File: src/rtl/p_div_pkg.sv
// Shared datatypes and helpers for the perceptron arithmetic units.
// Contents: dtype_t and dconf_t format descriptors, default port formats,
// and sat_max/sat_min, the saturation bounds for a given output format.
package p_div_pkg;

  typedef enum logic [1:0] {
    INT = 2'd0,
    FXP = 2'd1
  } dtype_t;

  // Number format: dtype, signedness, total bit width, fractional bits.
  typedef struct packed {
    dtype_t      dtype;
    logic        sign;
    int unsigned prec;
    int unsigned frac;
  } dconf_t;

  localparam dconf_t DEF_I1_CONF = '{dtype: FXP, sign: 1'b1, prec: 8,  frac: 3};
  localparam dconf_t DEF_I2_CONF = '{dtype: FXP, sign: 1'b1, prec: 8,  frac: 3};
  localparam dconf_t DEF_O_CONF  = '{dtype: FXP, sign: 1'b1, prec: 12, frac: 6};

  // Largest raw value representable in format c.
  function automatic longint sat_max(input dconf_t c);
    if (c.sign) return (64'sd1 <<< (c.prec - 1)) - 64'sd1;
    return (64'sd1 <<< c.prec) - 64'sd1;
  endfunction

  // Smallest raw value representable in format c.
  function automatic longint sat_min(input dconf_t c);
    if (c.sign) return -(64'sd1 <<< (c.prec - 1));
    return 64'sd0;
  endfunction

endpackage

File: src/rtl/p_div_if.sv
// Operand/result handshake bundle of the divider.
// Input side : in_valid, in_ready, in1 (dividend), in2 (divisor).
// Output side: out_valid, out_ready, out (quotient), udf/ovf/rounded/dbz flags.
// slave = divider side, master = producer/consumer side.
interface p_div_if
  import p_div_pkg::*;
#(
  parameter dconf_t I1_CONF = DEF_I1_CONF,
  parameter dconf_t I2_CONF = DEF_I2_CONF,
  parameter dconf_t O_CONF  = DEF_O_CONF
);
  logic                      in_valid;
  logic                      in_ready;
  logic [I1_CONF.prec-1:0]   in1;
  logic [I2_CONF.prec-1:0]   in2;
  logic                      out_valid;
  logic                      out_ready;
  logic [O_CONF.prec-1:0]    out;
  logic                      udf;
  logic                      ovf;
  logic                      rounded;
  logic                      dbz;

  modport slave (
    input  in_valid, in1, in2, out_ready,
    output in_ready, out_valid, out, udf, ovf, rounded, dbz
  );

  modport master (
    output in_valid, in1, in2, out_ready,
    input  in_ready, out_valid, out, udf, ovf, rounded, dbz
  );
endinterface

File: src/rtl/p_sat.sv
// Combinational saturation of a signed raw value into format O_CONF.
// Ports: i_q (signed raw value, QW bits) -> o_out_c (clamped value, O.prec bits),
//        o_ovf_c (value was outside the O range and got clamped).
module p_sat
  import p_div_pkg::*;
#(
  parameter int unsigned QW     = 15,
  parameter dconf_t      O_CONF = DEF_O_CONF
) (
  input  logic signed [QW-1:0]          i_q,
  output logic        [O_CONF.prec-1:0] o_out_c,
  output logic                          o_ovf_c
);
  localparam int unsigned OW    = O_CONF.prec;
  localparam longint      O_MAX = sat_max(O_CONF);
  localparam longint      O_MIN = sat_min(O_CONF);

  if (QW > 64) begin : g_bad_qw
    $error("p_sat: QW must not exceed 64");
  end

  logic signed [63:0] w_q;

  // Size cast keeps signedness, so this sign-extends.
  assign w_q = 64'(i_q);

  // Clamp to the nearest representable bound.
  always_comb begin
    o_out_c = w_q[OW-1:0];
    o_ovf_c = 1'b0;
    if (w_q > O_MAX) begin
      o_out_c = OW'(O_MAX);
      o_ovf_c = 1'b1;
    end else if (w_q < O_MIN) begin
      o_out_c = OW'(O_MIN);
      o_ovf_c = 1'b1;
    end
  end
endmodule

File: src/rtl/p_div.sv
// Iterative restoring divider, out = in1 / in2, one quotient bit per cycle.
// Ports: clk, reset (sync, active high), bus (p_div_if.slave: operand
// handshake in, result + udf/ovf/rounded/dbz handshake out).
// Flow: IDLE (accept) -> CALC (N steps) -> FIX (sign + saturate) -> DONE.
module p_div
  import p_div_pkg::*;
#(
  parameter dconf_t I1_CONF = DEF_I1_CONF,
  parameter dconf_t I2_CONF = DEF_I2_CONF,
  parameter dconf_t O_CONF  = DEF_O_CONF
) (
  input  logic      clk,
  input  logic      reset,
  p_div_if.slave    bus
);
  localparam int unsigned I1W  = I1_CONF.prec;
  localparam int unsigned I2W  = I2_CONF.prec;
  localparam int unsigned OW   = O_CONF.prec;
  localparam int          SH_I = int'(O_CONF.frac) - int'(I1_CONF.frac) + int'(I2_CONF.frac);
  localparam int unsigned SH   = (SH_I < 0) ? 0 : unsigned'(SH_I);
  localparam int unsigned N    = I1W + SH;
  localparam int unsigned CW   = (N > 1) ? $clog2(N) : 1;
  localparam int unsigned QW   = N + 1;
  localparam int unsigned RW   = I2W + 1;

  localparam logic [OW-1:0] O_MAX_V = OW'(sat_max(O_CONF));
  localparam logic [OW-1:0] O_MIN_V = OW'(sat_min(O_CONF));

  if (SH_I < 0) begin : g_bad_sh
    $error("p_div: O.frac - I1.frac + I2.frac must be >= 0");
  end
  if (O_CONF.dtype != INT && O_CONF.dtype != FXP) begin : g_bad_odt
    $error("p_div: O_CONF dtype must be INT or FXP");
  end
  if (N < 2) begin : g_bad_n
    $error("p_div: at least two iteration cycles required");
  end

  typedef enum logic [1:0] {
    S_IDLE = 2'd0,
    S_CALC = 2'd1,
    S_FIX  = 2'd2,
    S_DONE = 2'd3
  } state_t;

  state_t           r_state, w_state_nxt;
  logic             w_accept, w_step, w_fix;

  logic [N-1:0]     r_dq;     // dividend shifts out of the top, quotient in at the bottom
  logic [I2W-1:0]   r_dvs;    // divisor magnitude
  logic [I2W-1:0]   r_rem;    // partial remainder, always < divisor
  logic [CW-1:0]    r_cnt;
  logic             r_neg;    // quotient sign
  logic             r_neg1;   // dividend sign, picks the dbz saturation bound
  logic             r_nz1;    // dividend nonzero
  logic             r_dz;     // divide by zero

  logic             r_in_ready, r_out_valid;
  logic [OW-1:0]    r_out;
  logic             r_udf, r_ovf, r_rounded, r_dbz;

  logic             w_s1, w_s2;
  logic [I1W-1:0]   w_m1;
  logic [I2W-1:0]   w_m2;
  logic             w_z2;
  logic [RW-1:0]    w_rem_sh;
  logic             w_ge;
  logic [I2W-1:0]   w_rem_nxt;
  logic signed [QW-1:0] w_q_s;
  logic [OW-1:0]    w_sat_out;
  logic             w_sat_ovf;
  logic [OW-1:0]    w_dbz_out;

  // Operand magnitudes; the most negative value maps to 2^(prec-1), which still fits unsigned.
  assign w_s1 = I1_CONF.sign & bus.in1[I1W-1];
  assign w_s2 = I2_CONF.sign & bus.in2[I2W-1];
  assign w_m1 = w_s1 ? -bus.in1 : bus.in1;
  assign w_m2 = w_s2 ? -bus.in2 : bus.in2;
  assign w_z2 = (bus.in2 == '0);

  // One restoring step: bring down the next dividend bit, subtract if it fits.
  assign w_rem_sh  = {r_rem, r_dq[N-1]};
  assign w_ge      = (w_rem_sh >= {1'b0, r_dvs});
  assign w_rem_nxt = w_ge ? I2W'(w_rem_sh - {1'b0, r_dvs}) : w_rem_sh[I2W-1:0];

  // Signed quotient fed to the range check.
  assign w_q_s     = r_neg ? -$signed({1'b0, r_dq}) : $signed({1'b0, r_dq});
  assign w_dbz_out = r_neg1 ? O_MIN_V : O_MAX_V;

  p_sat #(
    .QW     (QW),
    .O_CONF (O_CONF)
  ) u_sat (
    .i_q     (w_q_s),
    .o_out_c (w_sat_out),
    .o_ovf_c (w_sat_ovf)
  );

  // Next-state and per-state strobes.
  always_comb begin
    w_state_nxt = r_state;
    w_accept    = 1'b0;
    w_step      = 1'b0;
    w_fix       = 1'b0;
    case (r_state)
      S_IDLE: begin
        if (bus.in_valid) begin
          w_accept    = 1'b1;
          w_state_nxt = w_z2 ? S_FIX : S_CALC;
        end
      end
      S_CALC: begin
        w_step = 1'b1;
        if (r_cnt == '0) w_state_nxt = S_FIX;
      end
      S_FIX: begin
        w_fix       = 1'b1;
        w_state_nxt = S_DONE;
      end
      S_DONE: begin
        if (bus.out_ready) w_state_nxt = S_IDLE;
      end
      default: w_state_nxt = S_IDLE;
    endcase
  end

  // State, datapath and registered outputs.
  always_ff @(posedge clk) begin
    if (reset) begin
      r_state     <= S_IDLE;
      r_in_ready  <= 1'b1;
      r_out_valid <= 1'b0;
      r_out       <= '0;
      r_udf       <= 1'b0;
      r_ovf       <= 1'b0;
      r_rounded   <= 1'b0;
      r_dbz       <= 1'b0;
      r_dq        <= '0;
      r_dvs       <= '0;
      r_rem       <= '0;
      r_cnt       <= '0;
      r_neg       <= 1'b0;
      r_neg1      <= 1'b0;
      r_nz1       <= 1'b0;
      r_dz        <= 1'b0;
    end else begin
      r_state     <= w_state_nxt;
      r_in_ready  <= (w_state_nxt == S_IDLE);
      r_out_valid <= (w_state_nxt == S_DONE);

      if (w_accept) begin
        r_dq   <= N'(w_m1) << SH;
        r_dvs  <= w_m2;
        r_rem  <= '0;
        r_cnt  <= CW'(N - 1);
        r_neg  <= w_s1 ^ w_s2;
        r_neg1 <= w_s1;
        r_nz1  <= (w_m1 != '0);
        r_dz   <= w_z2;
      end

      if (w_step) begin
        r_dq  <= {r_dq[N-2:0], w_ge};
        r_rem <= w_rem_nxt;
        r_cnt <= r_cnt - CW'(1);
      end

      if (w_fix) begin
        r_dbz     <= r_dz;
        r_rounded <= (r_rem != '0);
        r_udf     <= r_nz1 && (r_dq == '0) && !r_dz;
        if (r_dz) begin
          r_ovf <= 1'b1;
          r_out <= w_dbz_out;
        end else begin
          r_ovf <= w_sat_ovf;
          r_out <= w_sat_out;
        end
      end
    end
  end

  assign bus.in_ready  = r_in_ready;
  assign bus.out_valid = r_out_valid;
  assign bus.out       = r_out;
  assign bus.udf       = r_udf;
  assign bus.ovf       = r_ovf;
  assign bus.rounded   = r_rounded;
  assign bus.dbz       = r_dbz;
endmodule
File: src/flat_wrapper.sv
// flat-port wrapper written by rule: the top's interface ports become plain ports
module p_div_flat import p_div_pkg::*;
#(
  parameter dconf_t I1_CONF = DEF_I1_CONF,
  parameter dconf_t I2_CONF = DEF_I2_CONF,
  parameter dconf_t O_CONF  = DEF_O_CONF
)
  (clk, reset, bus_in_valid, bus_in1, bus_in2, bus_out_ready, bus_in_ready, bus_out_valid, bus_out, bus_udf, bus_ovf, bus_rounded, bus_dbz);
  p_div_if #(.I1_CONF(I1_CONF), .I2_CONF(I2_CONF), .O_CONF(O_CONF)) bus_i ();
  input  logic clk;
  input  logic reset;
  input wire logic [$bits(bus_i.in_valid)-1:0] bus_in_valid;
  input wire logic [$bits(bus_i.in1)-1:0] bus_in1;
  input wire logic [$bits(bus_i.in2)-1:0] bus_in2;
  input wire logic [$bits(bus_i.out_ready)-1:0] bus_out_ready;
  output wire logic [$bits(bus_i.in_ready)-1:0] bus_in_ready;
  output wire logic [$bits(bus_i.out_valid)-1:0] bus_out_valid;
  output wire logic [$bits(bus_i.out)-1:0] bus_out;
  output wire logic [$bits(bus_i.udf)-1:0] bus_udf;
  output wire logic [$bits(bus_i.ovf)-1:0] bus_ovf;
  output wire logic [$bits(bus_i.rounded)-1:0] bus_rounded;
  output wire logic [$bits(bus_i.dbz)-1:0] bus_dbz;
  assign bus_i.in_valid = bus_in_valid;
  assign bus_i.in1 = bus_in1;
  assign bus_i.in2 = bus_in2;
  assign bus_i.out_ready = bus_out_ready;
  assign bus_in_ready = bus_i.in_ready;
  assign bus_out_valid = bus_i.out_valid;
  assign bus_out = bus_i.out;
  assign bus_udf = bus_i.udf;
  assign bus_ovf = bus_i.ovf;
  assign bus_rounded = bus_i.rounded;
  assign bus_dbz = bus_i.dbz;
  p_div #(.I1_CONF(I1_CONF), .I2_CONF(I2_CONF), .O_CONF(O_CONF)) u_core (.clk(clk), .reset(reset), .bus(bus_i));
endmodule
File: config.mk
export PLATFORM = sky130hd
export DESIGN_NAME = p_div_flat
export DESIGN_NICKNAME = d
export VERILOG_FILES = /design/src/rtl/p_div_pkg.sv /design/src/rtl/p_div_if.sv /design/src/rtl/p_sat.sv /design/src/rtl/p_div.sv /design/src/flat_wrapper.sv
export SDC_FILE = /design/constraint.sdc
export NUM_CORES = 1
export LEC_CHECK = 0
export ABC_AREA = 1
export BUFFER_PORTS_ARGS = -buffer_cell sky130_fd_sc_hd__buf_2
export CORE_MARGIN = 5
export CORE_UTILIZATION = 50
export DETAILED_ROUTE_END_ITERATION = 6
export MAX_ROUTING_LAYER = met4
export PLACE_DENSITY = 0.76
export SYNTH_ARGS = -nofsm -noshare
export SYNTH_HDL_FRONTEND = slang
export SYNTH_SLANG_ARGS = --single-unit
File: constraint.sdc
create_clock -name clk -period 2.9 [get_ports clk]
set_clock_uncertainty 0.1 [all_clocks]
set_input_delay 0.29 -clock clk [delete_from_list [all_inputs] [get_ports clk]]
set_output_delay 0.29 -clock clk [all_outputs]
set_load 0.02 [all_outputs]
# [Word-level counts from Yosys, hierarchy flattened]
# Index checks and enable logic that the tools add are counted.
[word_totals] ramBits=0 latchBits=0 wordCells=66 memories=0 romBits=0 in_bits=20 reg_bits=58
[op_classes] mul=0 n_lt_le_gt_ge=3 bitwise_logic=1 n_shift=0 reduce_logical=11 n_eq_ne=4 n_addsub=5 n_mux=26 div_mod_pow=0
[ops] cell="two-way mux 12 bit" n=4
[ops] cell="two-way mux 8 bit" n=5
[ops] cell="two-way mux 14 bit" n=2
[ops] cell="negator 8 bit" n=2
[ops] cell="nonzero test 8 bit" n=2
[ops] cell="> comparator 15 x 12 -> 1 bit (second input constant)" n=1
[ops] cell="< comparator 15 x 12 -> 1 bit (second input constant)" n=1
[ops] cell="two-way mux 15 bit" n=1
[ops] cell="negator 14 -> 15 bit" n=1
[ops] cell="zero test 14 bit" n=1
[ops] cell="greater-or-equal comparator 9 x 8 -> 1 bit" n=1
[ops] cell="zero test 8 bit" n=1
[ops] cell="two-way mux 2 bit" n=4
[ops] cell="two-way mux 4 bit" n=2
[ops] cell="one-hot mux 2 bit (4 select lines)" n=1
[ops] cell="subtractor 8 bit" n=1
[ops] cell="two-way mux 1 bit" n=7
[ops] cell="== test 2 bit (second input constant)" n=3
[ops] cell="zero test 2 bit" n=2
[ops] cell="zero test 4 bit" n=1
[ops] cell="subtractor 4 x 1 -> 4 bit (second input constant)" n=1
[ops] cell="== test 2 x 1 -> 1 bit (second input constant)" n=1
[ops] cell="logical AND 1 bit" n=2
[ops] cell="nonzero test 2 bit" n=1
[ops] cell="other kinds (2)" n=2

# [Depth between registers and ports, before layout]
# Gate-level depths: netlist of the first run.
[depth] depth_word=6 depth_mapped=13

# [Hierarchy]
# From an unflattened synthesis of the first run, not the netlist that was laid out.
[hier_totals] hier_cells=528 hier_area_um2=3544.6
[modules_own_cells] module="p_div" seq_area_each_um2=1161.1 area_per_inst_um2=3399.5 n_inst=1 cells_each=495
[modules_own_cells] module="p_sat" seq_area_each_um2=0.0 area_per_inst_um2=145.1 n_inst=1 cells_each=33

# [Least setup slack after synthesis of the first run]
# No wires, ideal clock.
[synth_path] kind="register to register" startpoint="register u_core.r_dvs[2]" endpoint="register u_core.r_rem[2]" period_less_slack_ps=1794 path_stages_with_launch=14 arrival_time_ps=1562 slack_ps=1106 path_cell_list="dfxtp_1 inv_1 ha_1 nand2_1 a21oi_1 nor2_1 nand2_1 nand2_1 nand2_1 nand2_2 nand2_1 nand2_1 nand3_1 a21oi_1"
[synth_via] elab_chain_len=3
[synth_lines] element="start, declared" line="p_div.sv:50" text="logic [I2W-1:0] r_dvs;"
[synth_lines] element="start signal, assigned" line="p_div.sv:153" text="r_dvs <= w_m2;"
[synth_lines] element="subtractor 8 bit / greater-or-equal comparator 9 x 8 -> 1 bit (equally long branches)" line="p_div.sv:84, p_div.sv:83"
[synth_lines] element="two-way mux 8 bit *" line="p_div.sv:84" text="assign w_rem_nxt = w_ge ? I2W'(w_rem_sh - {1'b0, r_dvs}) : w_rem_sh[I2W-1:0];"
[synth_lines] element="two-way mux 8 bit *" line="p_div.sv:162" text="if (w_step) begin"
[synth_lines] element="end signal, assigned" line="p_div.sv:164" text="r_rem <= w_rem_nxt;"
[synth_lines] element="end, declared" line="p_div.sv:51" text="logic [I2W-1:0] r_rem;"
# Mark *: on every way between the ends. The rest lies on a longest branch, timed or not.
# A chain may end at the register's enable or synchronous reset.

# [Final worst setup path of the first run]
[layout_path] startpoint="register u_core.r_dq[1]" endpoint="register u_core.r_out[4], in the netlist u_core.bus.out[4]"
[layout_via] elab_chain_len=6
[layout_lines] element="start, declared" line="p_div.sv:49" text="logic [N-1:0] r_dq;"
[layout_lines] element="start signal, assigned" line="p_div.sv:152" text="r_dq <= N'(w_m1) << SH;"
[layout_lines] element="start signal, assigned" line="p_div.sv:163" text="r_dq <= {r_dq[N-2:0], w_ge};"
[layout_lines] element="negator 14 -> 15 bit" line="p_div.sv:87" text="assign w_q_s = r_neg ? -$signed({1'b0, r_dq}) : $signed({1'b0, r_dq});"
[layout_lines] element="two-way mux 15 bit *" line="p_div.sv:87"
[layout_lines] element="< comparator 15 x 12 -> 1 bit" line="p_sat.sv:34" text="end else if (w_q < O_MIN) begin"
[layout_lines] element="two-way mux 12 bit" line="p_sat.sv:34"
[layout_lines] element="two-way mux 12 bit *" line="p_sat.sv:31" text="if (w_q > O_MAX) begin"
[layout_lines] element="two-way mux 12 bit *" line="p_div.sv:172" text="if (r_dz) begin"
[layout_lines] element="end signal, assigned" line="p_div.sv:174" text="r_out <= w_dbz_out;"
[layout_lines] element="end signal, assigned" line="p_div.sv:177" text="r_out <= w_sat_out;"
[layout_lines] element="end, declared" line="p_div.sv:59" text="logic [OW-1:0] r_out;"
# Marked as above.

==> results of run 1 <==
==> metrics by stage <==
| step | instance area (µm²) | instances | setup slack (ns) |
|---|---|---|---|
| final | 3980 | 631 | 0.761 |
| after global routing | 3980 | 631 | 0.530 |
| after CTS | 3980 | 631 | 0.734 |
| after detailed placement | 3750 | 615 | 0.732 |
| after global placement | 3750 | 615 | 0.814 |
| after floorplan | 3490 | 494 | 1.11 |
==> critical path, delay by kind of cell (launching register included) <==
kind	cells	cell delay (ns)
simple gates	5	0.34
fa+ha+maj	1	0.18
flops	1	0.35
compound gates	3	0.89
buf+inv	2	0.15
==> cells in the mapped netlist (all sizes together), types with 3 or more instances <==
cell,count
dfxtp,58
nor3,7
ha,13
xor2,19
nor4,3
buf,6
a211oi,3
nand4,7
or2,3
inv,60
nor2,47
nand2,107
o21ai,34
a21oi,46
a31oi,10
clkbuf,14
nand3b,6
xnor2,5
nand3,40
==> path summary, 6_finish.rpt <==
check	startpoint	to	slack, ns	cells past startpoint
setup / recovery	u_core.r_dq[1]$_SDFFE_PP0P_	u_core.bus.out[4]$_SDFFE_PP0N_	0.76	11
hold / removal	bus_in2[1]	u_core.r_dvs[1]$_SDFFE_PP0P_	0.15	3
setup reg to reg	u_core.r_dq[1]$_SDFFE_PP0P_	u_core.bus.out[4]$_SDFFE_PP0N_	0.76	11
hold reg to reg	u_core.bus.udf$_SDFFE_PP0N_	u_core.bus.udf$_SDFFE_PP0N_	0.36	2
==> routing by layer <==
| layer | vias to the layer above | GRT usage (%) |
|---|---|---|
| li1 | 1690 | - |
| met1 | 1442 | 24.0 |
| met2 | 83 | 29.9 |
| met3 | 10 | 3.54 |
| met4 | 0 | 6.98 |
| met5 | - | - |
==> registers in the layout, summed over array words and instances (netlist names), 2 cells and up <==
register	flops
u_core.r_dq	14
u_core.r_rem	8
u_core.r_dvs	8
u_core.r_cnt	4
u_core.bus.out	12
u_core.r_state	2
==> report_power, final <==
| group | total [mW] | internal, mW | switching (mW) |
|---|---|---|---|
| Sequential | 1.05 | 0.927 | 0.121 |
| Clock | 0.848 | 0.531 | 0.317 |
| Combinational | 1.57 | 0.589 | 0.978 |
==> cells by family after synthesis <==
kind of cell / count (synthesis) / synth area share [%]
flip-flops: 58 / 33.2
AND/OR/NAND/NOR: 220 / 29.5
XOR/XNOR: 24 / 6.02
adder cells (fa/ha/maj): 14 / 5.23
buffers and inverters: 81 / 9.67
AO/OA/AOI/OAI: 97 / 16.3
==> layout make-up <==
class,count,area [µm²],share of cell area [%]
Clock buffer,12,155,3.90
Clock inverter,4,73.8,1.86
Inverter,61,229,5.75
Multi-Input combinational cell,355,1990,50.1
Sequential cell,58,1160,29.2
Tap cell,96,120,3.02
Timing Repair Buffer,45,245,6.16
==> flow_summary.toml, run 1 <==
[layout]
final_common_cell = "sky130_fd_sc_hd__nand2_1"
nNetsFinal = 564
antenna_cells_inserted = 0
most-common-layout-cells = "sky130_fd_sc_hd__nand2_1, sky130_fd_sc_hd__inv_1, sky130_fd_sc_hd__dfxtp_1"
areaGrowthSynthToFinish_pct = 13.9
postLayoutCoreUtil_pct = 58.6
drive_gt1_share_pct = 19.1
fillCellCount = 660

[logic_synthesis]
synthCells = 494
synth_flop_cell = "sky130_fd_sc_hd__dfxtp_1"
avg_inst_size_synth_um2 = 7.07
asyncSetResetFlopFracSynth_pct = 0
synth_area_leaders = "sky130_fd_sc_hd__dfxtp_1, sky130_fd_sc_hd__nand2_1, sky130_fd_sc_hd__inv_1"
seq_area_frac_synth_pct = 33.2
synth.top_cell.area_share_pct = 33.2
number_of_synthesized_flops_with_an_enable_pin = 0
ys_types = 35
yosysWarningCount = 0
synth_top_cell_by_area = "sky130_fd_sc_hd__dfxtp_1"
number_of_flip_flops_and_latches_in_the_synthesized_netlist = 58
postSynthNetCount = 528
mappedNetlistArea_um2 = 3490

[critical_path]
critPathLaunchType = "flip-flop"
highest_delay_cell_along_the_critical_path = "sky130_fd_sc_hd__a21oi_2"
critical_path.max_stage_delay_ns = 0.56
worst_endpoint_data_arrival_time_ns = 2.24
timing.critical_path.cells = "inv_1 -> ha_1 -> nand2_2 -> o21ai_4 -> nand2_2 -> nand2_1 -> nand2_2 -> clkinv_1 -> nand2_2 -> a21oi_2 -> a21oi_1"
worstPathRequired_ns = 3.00
path_common_cell = "sky130_fd_sc_hd__nand2_2"
cp_max_fo = 11
criticalPathCategory = "flip-flop to flip-flop"
critical_path.endpoint_type = "flip-flop"

[pwr]
leakage_nw = 1.76
overall_power_mw = 3.46
power.ir.vdd_worst_uv = 335
pwr_density_cell_nw_per_um2 = 870

[placed_design]
half_perimeter_wire_length_after_placement_um = 5650
place.gp.congestion = 0.877
io_buffers = 37

[cts]
holdBufCountCts = 0
cts_tree = "done"
cts.reportedPaths.clkPinSlew_ns = 0.07
post_cts.repair.setup_buffers = 0
post_cts.resized_instances = 0
buffers_from_clock_root_to_sink_at_most = 2
clk_root_buffer_cell = "sky130_fd_sc_hd__clkbuf_8"
h_tree_level_count = 3
cts.sink_count = 58
clk_latency_ns = 0.34
numCtsBuffers = 9

[drt]
router_iterations_before_antenna_repair = 5
drt-wirelength-per-cell_um = 12.3
final_antenna_net_count = 0
met2_length_um = 3500
detailroute.via_count = 3225
vias_per_cell = 5.11
drcViolationCount = 0
route.top_layer_used = "met4"
dr_wl_met3_um = 375
met1_length_um = 3760
wirelength_um = 7730
dr.first_iter.drc_count = 144

[floorplanning]
io-pin-count = 38
dieArea_um2 = 8760
die_x_um = 93.6
placement_rows = 30
die_extent_in_y_um = 93.6
core_area_um2 = 6790
initial_core_util_pct = 51.4

[grt]
grt_max_degree = 34
grt_overflow = 0
global_route.usage.total_pct = 18.9
grt_pass1_vias = 2934
wire_length_of_the_first_global_routing_pass_um = 13100
grt_antenna_before_repair = 0

[timing]
drv_slew = 0
fin_tns_setup_ns = 0
slew_hr_pct = 54.4
max_freq_mhz = 468
period_needed_ns = 2.14
hold_viol = 0
timing.final.setup_violations = 0
rsz_0062_raised_after_global_routing = "false"
fin_crit_sh_pct = 73.8
worstMarginPinSlew_ns = 0.684
hold_ws_ns = 0.147

[hold_path]
worst_hold_path_type = "primary input to flip-flop"

[run_status]
status = "completed"

[job]
timing.max_cap.violations = 0
No activity file was read; power rests on OpenSTA's default activity.
==> run 2: changes to the inputs <==
clock period = 2.1 ns   (was 2.9 ns; I/O delays follow)
==> run 2 against run 1 <==
Effect of this change:
- utilization rose by 1.2 points
- cell count increased by 0.79%
- hold slack worse by 0.090 ns
- count of clock-buffer cells in the layout decreased by 2
- combinational power rose by 47%
- clock power increased by 38%
- register-to-register slack lost 0.60 ns
- largest power group unchanged
==> flow_summary.toml, run 2 (same netlist as run 1, synthesis figures left out) <==
[cts]
h_tree_level_count = 3
clk_root_buffer_cell = "sky130_fd_sc_hd__clkbuf_8"
clk_latency_ns = 0.34
post_cts.repair.setup_buffers = 0
buffers_from_clock_root_to_sink_at_most = 2
post_cts.resized_instances = 0
cts_tree = "done"
cts.reportedPaths.clkPinSlew_ns = 0.07
cts.sink_count = 58
numCtsBuffers = 9
holdBufCountCts = 0

[grt]
wire_length_of_the_first_global_routing_pass_um = 13500
grt_overflow = 0
global_route.usage.total_pct = 19.8
grt_max_degree = 34
grt_pass1_vias = 3019
grt_antenna_before_repair = 0

[run_status]
status = "completed"

[placed_design]
place.gp.congestion = 0.931
half_perimeter_wire_length_after_placement_um = 5860
placed_area_um2 = 3790
io_buffers = 37

[layout]
most-common-layout-cells = "sky130_fd_sc_hd__nand2_1, sky130_fd_sc_hd__inv_1, sky130_fd_sc_hd__dfxtp_1"
drive_gt1_share_pct = 20.9
postLayoutCoreUtil_pct = 59.7
nNetsFinal = 569
final_common_cell = "sky130_fd_sc_hd__nand2_1"
final_cell_area_um2 = 4060
largest_register_ff_count = 14
fillCellCount = 616
antenna_cells_inserted = 0
largest-register = "u_core.r_dq"
areaGrowthSynthToFinish_pct = 16.2

[critical_path]
worst_endpoint_data_arrival_time_ns = 2.05
timing.critical_path.cells = "inv_1 -> ha_1 -> fa_1 -> inv_1 -> nand2_1 -> nand3_1 -> xnor2_1 -> nand2_1 -> nand3_1 -> a21oi_1"
critical_path_buf_inv_count = 2
criticalPathCategory = "flip-flop to flip-flop"
critical_path.max_stage_delay_ns = 0.49
critical_path.endpoint_type = "flip-flop"
cp_max_fo = 4
highest_delay_cell_along_the_critical_path = "sky130_fd_sc_hd__fa_1"
critPathLaunchType = "flip-flop"
critical_path.top_delay_family = "adder cells"
worstPathRequired_ns = 2.21

[timing]
rsz_0062_raised_after_global_routing = "false"
fin_crit_sh_pct = 92.2
drv_slew = 0
fin_tns_setup_ns = 0
hold_viol = 0
max_freq_mhz = 517
period_needed_ns = 1.94
hold_ws_ns = 0.0575
worstMarginPinSlew_ns = 0.653
slew_hr_pct = 56.3
timing.final.setup_violations = 0

[drt]
final_antenna_net_count = 0
drcViolationCount = 0
router_iterations_before_antenna_repair = 4
drt-wirelength-per-cell_um = 12.4
wirelength_um = 7900
detailroute.via_count = 3226
dr.first_iter.drc_count = 161
vias_per_cell = 5.07

[job]
timing.max_cap.violations = 0

[pwr]
overall_power_mw = 4.93
leakage_nw = 1.77
power.ir.vdd_worst_uv = 479
pwr_density_cell_nw_per_um2 = 1210

[floorplanning]
initial_core_util_pct = 51.4
die_x_um = 93.6
core_area_um2 = 6790
io-pin-count = 38
dieArea_um2 = 8760
placement_rows = 30
die_extent_in_y_um = 93.6

[hold_path]
worst_hold_path_type = "primary input to flip-flop"
==> run 2: changes by cell type in the layout (fill, tap and decap cells not counted) <==
cell | previous run | this run
sky130_fd_sc_hd__buf_4 | 8 | 13
sky130_fd_sc_hd__clkinvlp_4 | 0 | 4
sky130_fd_sc_hd__nand2_2 | 10 | 11
sky130_fd_sc_hd__ha_4 | 0 | 3
sky130_fd_sc_hd__ha_1 | 13 | 10
sky130_fd_sc_hd__clkinv_2 | 1 | 0
sky130_fd_sc_hd__a21oi_2 | 11 | 12
sky130_fd_sc_hd__clkbuf_8 | 11 | 10
sky130_fd_sc_hd__clkbuf_1 | 1 | 0
sky130_fd_sc_hd__nand2_1 | 97 | 96
sky130_fd_sc_hd__clkinv_4 | 1 | 0
sky130_fd_sc_hd__a21oi_1 | 35 | 34
==> run 2: where the power goes <==
| part | internal (mW) | switching (mW) | total (mW) |
|---|---|---|---|
| Combinational | 0.931 | 1.38 | 2.31 |
| Sequential | 1.28 | 0.175 | 1.45 |
| Clock | 0.699 | 0.469 | 1.17 |
==> run 2: area by class of cell <==
class | instances | area (µm²) | area share [%]
clock inverter | 6 | 90.1 | 2.22
inverter | 61 | 229 | 5.64
multi-input combinational | 355 | 2040 | 50.2
tap | 96 | 120 | 2.96
sequential | 58 | 1160 | 28.6
clock buffer | 10 | 138 | 3.39
timing repair buffer | 50 | 283 | 6.97
==> run 2: layer usage <==
layer  routed length, µm  GRT usage, %
met4                 144          8.66
met3                 419          3.06
met1                3690          25.6
met5                   0             -
met2                3650          30.7
==> run 2: worst paths after layout <==
kind              slack (ns)                       startpoint  depth (start not counted)                               to
setup / recovery        0.16     u_core.r_dq[13]$_SDFFE_PP0P_                         10     u_core.r_rem[6]$_SDFFE_PP0P_
hold / removal          0.06                       bus_in2[0]                          3     u_core.r_dvs[0]$_SDFFE_PP0P_
hold reg to reg         0.36  u_core.bus.out[11]$_SDFFE_PP0N_                          2  u_core.bus.out[11]$_SDFFE_PP0N_
setup reg to reg        0.16     u_core.r_dq[13]$_SDFFE_PP0P_                         10     u_core.r_rem[6]$_SDFFE_PP0P_
==> run 2: per-stage QoR <==
step | worst slack, ns | instances
floorplan | 0.306 | 494
global placement | 0.203 | 620
detailed placement | 0.170 | 620
CTS | 0.144 | 636
global route | 0.0137 | 636
finish | 0.165 | 636
==> run 2: worst register-to-register path, delay by kind of cell, from the launching register on <==
kind                       cells  cell delay, ns
buffers and inverters          2            0.16
and+or+nand+nor                4            0.28
DFF                            1            0.38
xor gates and xnor gates       1            0.12
AOI/OAI and AO/OA              1            0.06
adders and majority gates      2            0.72
